==> src/rtl/polar_to_cartesian_if.sv <==
// polar_to_cartesian_if: polar sample in, Cartesian sample out
interface polar_to_cartesian_if;
    logic signed [17:0] magIn;
    logic signed [17:0] thetaIn;
    logic               validIn;
    logic signed [17:0] xOut;
    logic signed [17:0] yOut;
    logic               validOut;
    modport master (output magIn, thetaIn, validIn, input xOut, yOut, validOut);
    modport slave  (input magIn, thetaIn, validIn, output xOut, yOut, validOut);
endinterface

==> src/rtl/polar_to_cartesian.sv <==
// polar_to_cartesian: pipelined rotation-mode CORDIC, (r, theta) -> (r*cos, r*sin)
module polar_to_cartesian #(
    parameter int ITERATIONS = 14,
    parameter int GUARD_BITS = 3
) (
    input  logic clk,
    input  logic reset,
    input  logic clk_enable,
    output logic ce_out,
    polar_to_cartesian_if.slave p
);
    localparam int N = ITERATIONS;
    localparam int G = GUARD_BITS;
    localparam int W = 19 + G;
    localparam int ZW = 18 + G;
    // atan(2^-i) in Q2.18, rescaled to the working angle precision
    localparam int ATAN18 [16] = '{205887, 121542, 64220, 32599, 16363, 8189, 4096, 2048,
                                   1024, 512, 256, 128, 64, 32, 16, 8};
    localparam logic signed [W:0] RND = (W+1)'(1 << (G - 1));
    localparam logic signed [W:0] MAXV = (W+1)'(131071);
    localparam logic signed [W:0] MINV = (W+1)'(-131072);

    function automatic logic signed [ZW-1:0] atan_q(input int k);
        return ZW'((ATAN18[k] * (1 << G) + 4) / 8);
    endfunction

    function automatic logic signed [17:0] fin(input logic signed [W-1:0] a, input logic neg);
        logic signed [W:0] t;
        t = (neg ? -{a[W-1], a} : {a[W-1], a}) + RND;
        t = t >>> G;
        return t > MAXV ? 18'sh1ffff : t < MINV ? 18'sh20000 : t[17:0];
    endfunction

    logic signed [35:0]   prod;
    logic signed [17:0]   th_f;
    logic                 fold;
    logic signed [W-1:0]  x [0:N];
    logic signed [W-1:0]  y [0:N];
    logic signed [ZW-1:0] z [0:N-1];
    logic                 n [0:N];
    logic                 v [0:N];

    assign ce_out = clk_enable;

    // angles beyond +-pi/2 are rotated by pi and the result negated at the end
    always_comb begin
        fold = p.thetaIn > 18'sd51472 || p.thetaIn < -18'sd51472;
        th_f = p.thetaIn > 18'sd51472 ? p.thetaIn - 18'sd102944 : fold ? p.thetaIn + 18'sd102944 : p.thetaIn;
        prod = 36'(p.magIn) * 36'(18'sd79594);
    end

    always_ff @(posedge clk) begin
        if (reset) begin
            for (int k = 0; k <= N; k++) begin
                x[k] <= '0;
                y[k] <= '0;
                n[k] <= 1'b0;
                v[k] <= 1'b0;
            end
            for (int k = 0; k < N; k++) z[k] <= '0;
            p.xOut <= '0;
            p.yOut <= '0;
            p.validOut <= 1'b0;
        end else if (clk_enable) begin
            x[0] <= W'(prod >>> (17 - G));
            y[0] <= '0;
            z[0] <= {th_f, {G{1'b0}}};
            n[0] <= fold;
            v[0] <= p.validIn;
            for (int k = 0; k < N; k++) begin
                x[k+1] <= z[k][ZW-1] ? x[k] + (y[k] >>> k) : x[k] - (y[k] >>> k);
                y[k+1] <= z[k][ZW-1] ? y[k] - (x[k] >>> k) : y[k] + (x[k] >>> k);
                n[k+1] <= n[k];
                v[k+1] <= v[k];
            end
            for (int k = 0; k < N - 1; k++)
                z[k+1] <= z[k][ZW-1] ? z[k] + atan_q(k) : z[k] - atan_q(k);
            p.xOut <= fin(x[N], n[N]);
            p.yOut <= fin(y[N], n[N]);
            p.validOut <= v[N];
        end
    end
endmodule

==> src/flat_wrapper.sv <==
// flat-port wrapper written by rule: the top's interface ports become plain ports
module polar_to_cartesian_flat 
#(
    parameter int ITERATIONS = 14,
    parameter int GUARD_BITS = 3
)
  (clk, reset, clk_enable, ce_out, p_magIn, p_thetaIn, p_validIn, p_xOut, p_yOut, p_validOut);
  polar_to_cartesian_if p_i ();
  input  logic clk;
  input  logic reset;
  input  logic clk_enable;
  output logic ce_out;
  input wire logic [$bits(p_i.magIn)-1:0] p_magIn;
  input wire logic [$bits(p_i.thetaIn)-1:0] p_thetaIn;
  input wire logic [$bits(p_i.validIn)-1:0] p_validIn;
  output wire logic [$bits(p_i.xOut)-1:0] p_xOut;
  output wire logic [$bits(p_i.yOut)-1:0] p_yOut;
  output wire logic [$bits(p_i.validOut)-1:0] p_validOut;
  assign p_i.magIn = p_magIn;
  assign p_i.thetaIn = p_thetaIn;
  assign p_i.validIn = p_validIn;
  assign p_xOut = p_i.xOut;
  assign p_yOut = p_i.yOut;
  assign p_validOut = p_i.validOut;
  polar_to_cartesian #(.ITERATIONS(ITERATIONS), .GUARD_BITS(GUARD_BITS)) u_core (.clk(clk), .reset(reset), .clk_enable(clk_enable), .ce_out(ce_out), .p(p_i));
endmodule
==> config.mk <==
export PLATFORM = sky130hd
export DESIGN_NAME = polar_to_cartesian_flat
export DESIGN_NICKNAME = d
export VERILOG_FILES = /design/src/rtl/polar_to_cartesian_if.sv /design/src/rtl/polar_to_cartesian.sv /design/src/flat_wrapper.sv
export SDC_FILE = /design/constraint.sdc
export NUM_CORES = 2
export LEC_CHECK = 0
export CAP_MARGIN = 30
export CORE_UTILIZATION = 59
export DETAILED_ROUTE_END_ITERATION = 8
export MAX_ROUTING_LAYER = met4
export PLACE_DENSITY = 0.8
export SLEW_MARGIN = 20
export SYNTH_ARGS = -nofsm -noshare
export SYNTH_HDL_FRONTEND = slang
export SYNTH_SLANG_ARGS = --single-unit
==> constraint.sdc <==
create_clock -name clk -period 25.1 [get_ports clk]
set_input_delay 5.02 -clock clk [delete_from_list [all_inputs] [get_ports clk]]
set_output_delay 5.02 -clock clk [all_outputs]
set_load 0.1 [all_outputs]
==> summary.md <==
| Metric | Value |
|---|---|
| Final WL | 186000 um |
| Crit share post-route | 48.1% |
| CTS tree | done |
| I/O pin cnt | 78 |
| Most frequent cells in the layout | nor2_1 (1223), ha_1 (900), edfxtp_1 (895) |
| Outcome | finished, final reports clean |
| Avg WL per Cell | 17.8 um |
| WP data arrival | 7.05 ns |
| Largest net degree at the start of global routing | 192 |
| Post-synth top flop | edfxtp_1 |
| Synth Area in Compound Gates | 15.3% |
| Kind of critical path | primary input to output port |
| Async SR Flop Fraction | 0% |
| Clk buf depth | 3 |
| Post-CTS Setup Inserts | 0 |
| Multiplexer share of the synthesized area | 1.18% |
| XOR/XNOR Fraction of Synth Area | 10.6% |
| Commonest non-fill, non-tap cell in the layout | nor2_1 |
| Worst path slowest cell | clkdlybuf4s50_1 |
| Synth Area in Simple Gates | 16.6% |
| Post-Synth Adder-Cell Area | 18.3% |
| Synth Instances | 8567 |
| Routed Antenna Nets | 0 |
| Vias in the first global route | 60800 |
| Post-Syn Area | 0.0803 sq mm |
| Synthesized Nets | 9678 |
| Fmax | 0.0829 GHz |
| CP most frequent cell | clkdlybuf4s50_1 |
| Ranking of synthesized cells by area | edfxtp_1 (33%), ha_1 (14%), nor2_1 (5.7%) |
| Final hold violation count | 0 |
| Syn avg cell area | 9.37 sq um |
| I/O Buffers | 77 |
| Clock sink count | 932 |
| Critical path required time | 20.08 ns |
| Crit path cell chain | clkdlybuf4s50_1 > clkdlybuf4s50_1 |
| H-tree levels | 3 |
| Die width | 371 um |
| Die Height | 371 um |
| GRT Overall Usage | 27.5% |
| Max cap viols | 0 |
| Cell row count | 134 |
| Layout Skew | 0.0501 ns |
| Non-filler cells, final | 10400 |
| RSZ-0062 raised after global routing | false |
| Netlist cell types | 87 |
| Worst-margin pin slew | 1.04 ns |
| # hold bufs at CTS | 0 |
| Util after Layout | 64.4% |
| Detailed placement HPWL | 140000 um |
| Post-synth EDFFs | 895 |
| Area grow syn2layout | 7.63% |
| Final global-route overflow total | 0 |
| Vias | 63200 |
| Total negative slack | 0 ns |
| Flops & latches, synth | 932 |
| TritonRoute pass-1 iters | 6 |
| Yosys top cell area share | 33.5% |
| Share of layout cells above drive strength 1 | 3.77% |
| Final Wtd Congestion | 0.940 |
| Crit path buf inv count | 2 |
| Final setup vio count | 0 |
| Post-CTS Resized | 0 |
| Largest family of logic cells by synthesized area | adder cells |
| Core ar. | 0.134 sq mm |
| Via-to-Cell Ratio | 6.06 |
| Initial antenna violation count | 1 |
| Residual DRC | 0 |
| Final Max Slew Viols | 0 |
| Num CTS Buffers | 106 |
| CP Max Fanout | 12 |
| Die ar. | 0.138 sq mm |
| First-pass GRT wire length | 303000 um |
| Root Buffer | clkbuf_16 |
| Skew-Pair Late Insertion Delay | 0.75 ns |
| Syn. warnings | 0 |
| Initial Util | 59.8% |
| CP endpoint kind | output port |
| Nets@finish | 9688 |
| Clock Pin Slew Worst Setup and Hold Paths | 0.06 ns |
| Post-layout min period | 12.07 ns |
| Slew HR | 29.8% |
| Delay-heaviest family, CP | buffers and inverters |
| Worst Hold Class | flop to flop |
| DR iter-0 viols | 5036 |
| Seq/Total Area, Yosys | 34.4% |
| Leading area contributor after synthesis | edfxtp_1 |
| Dpl cells | 10200 |
| CP Launch Type | primary input |
| CP max stage delay | 1.23 ns |
[cells by family (layout without fill, tap and decap cells)]
logic type / after synthesis / after routing
AO/OA/AOI/OAI: 1924 / 1924
buffers and inverters: 750 / 851
adder cells (fa/ha/maj): 1072 / 1072
AND/OR/NAND/NOR: 2828 / 2828
other: 0 / 1
flip-flops: 932 / 932
XOR/XNOR: 971 / 971
multiplexers: 90 / 90
[registers in the layout (all words and copies together), names as in the netlist]
signal and count:
u_core.n 15, u_core.p.validOut 1, u_core.p.xOut 18, u_core.p.yOut 18
u_core.v 15, u_core.x 330, u_core.y 307, u_core.z 228
[stage by stage]
stage	hold WS, ns	cell area, sq um	setup WS [ns]
after floorplan	0.456	80300	1.10
after global placement	0.431	82700	13.09
after detailed placement	0.441	82700	13.04
after CTS	0.448	86200	13.03
after global routing	0.477	86400	12.97
final	0.453	86400	13.03
[cells in the mapped netlist (all sizes together) (36+ instances only)]
cell	instances
a211oi	111
a21o	186
a21oi	595
a31oi	92
and2	136
and3	63
clkbuf	195
dfxtp	37
edfxtp	895
fa	171
ha	900
inv	528
mux2	40
mux2i	50
nand2	372
nand2b	115
nand3	121
nor2	1225
nor2b	141
nor3	344
nor4	69
o211ai	36
o21a	118
o21ai	369
o21bai	76
o41ai	47
or2	42
or3	72
or4	36
xnor2	505
xor2	466
[worst paths after layout]
kind                            startpoint                             end  slack (ns)  cells after the start
min          u_core.p.yOut[0]$_SDFFE_PP0P_   u_core.p.yOut[0]$_SDFFE_PP0P_        0.45                      2
max reg2reg   u_core.x[3][6]$_SDFFCE_PN0P_  u_core.y[0][109]$_SDFFCE_PN0P_       19.91                     16
max                             clk_enable                          ce_out       13.03                      2
min reg2reg  u_core.p.yOut[0]$_SDFFE_PP0P_   u_core.p.yOut[0]$_SDFFE_PP0P_        0.45                      2
[metal layers]
metal / vias to the layer above / share of wire (%) / global-route usage [%]
li1: 30900 / - / -
met4: 0 / 2.9 / 8.15
met2: 1658 / 47 / 44.8
met1: 30400 / 45 / 35.9
met5: - / 0 / -
met3: 314 / 5.2 / 3.14
[cell type report]
cell class                      instances  area, sq um
Inverter                              528         1990
Antenna cell                            1         2.50
Clock buffer                          128         2780
Sequential cell                       932        27600
Clock inverter                         71          672
Tap cell                             1768         2210
Multi-Input combinational cell       6885        49800
Timing Repair Buffer                  124         1300
Fill cell                           10700        47700
Power is not shown: default switching activity piles up to over one toggle a cycle in this logic, so the estimate is an artifact.
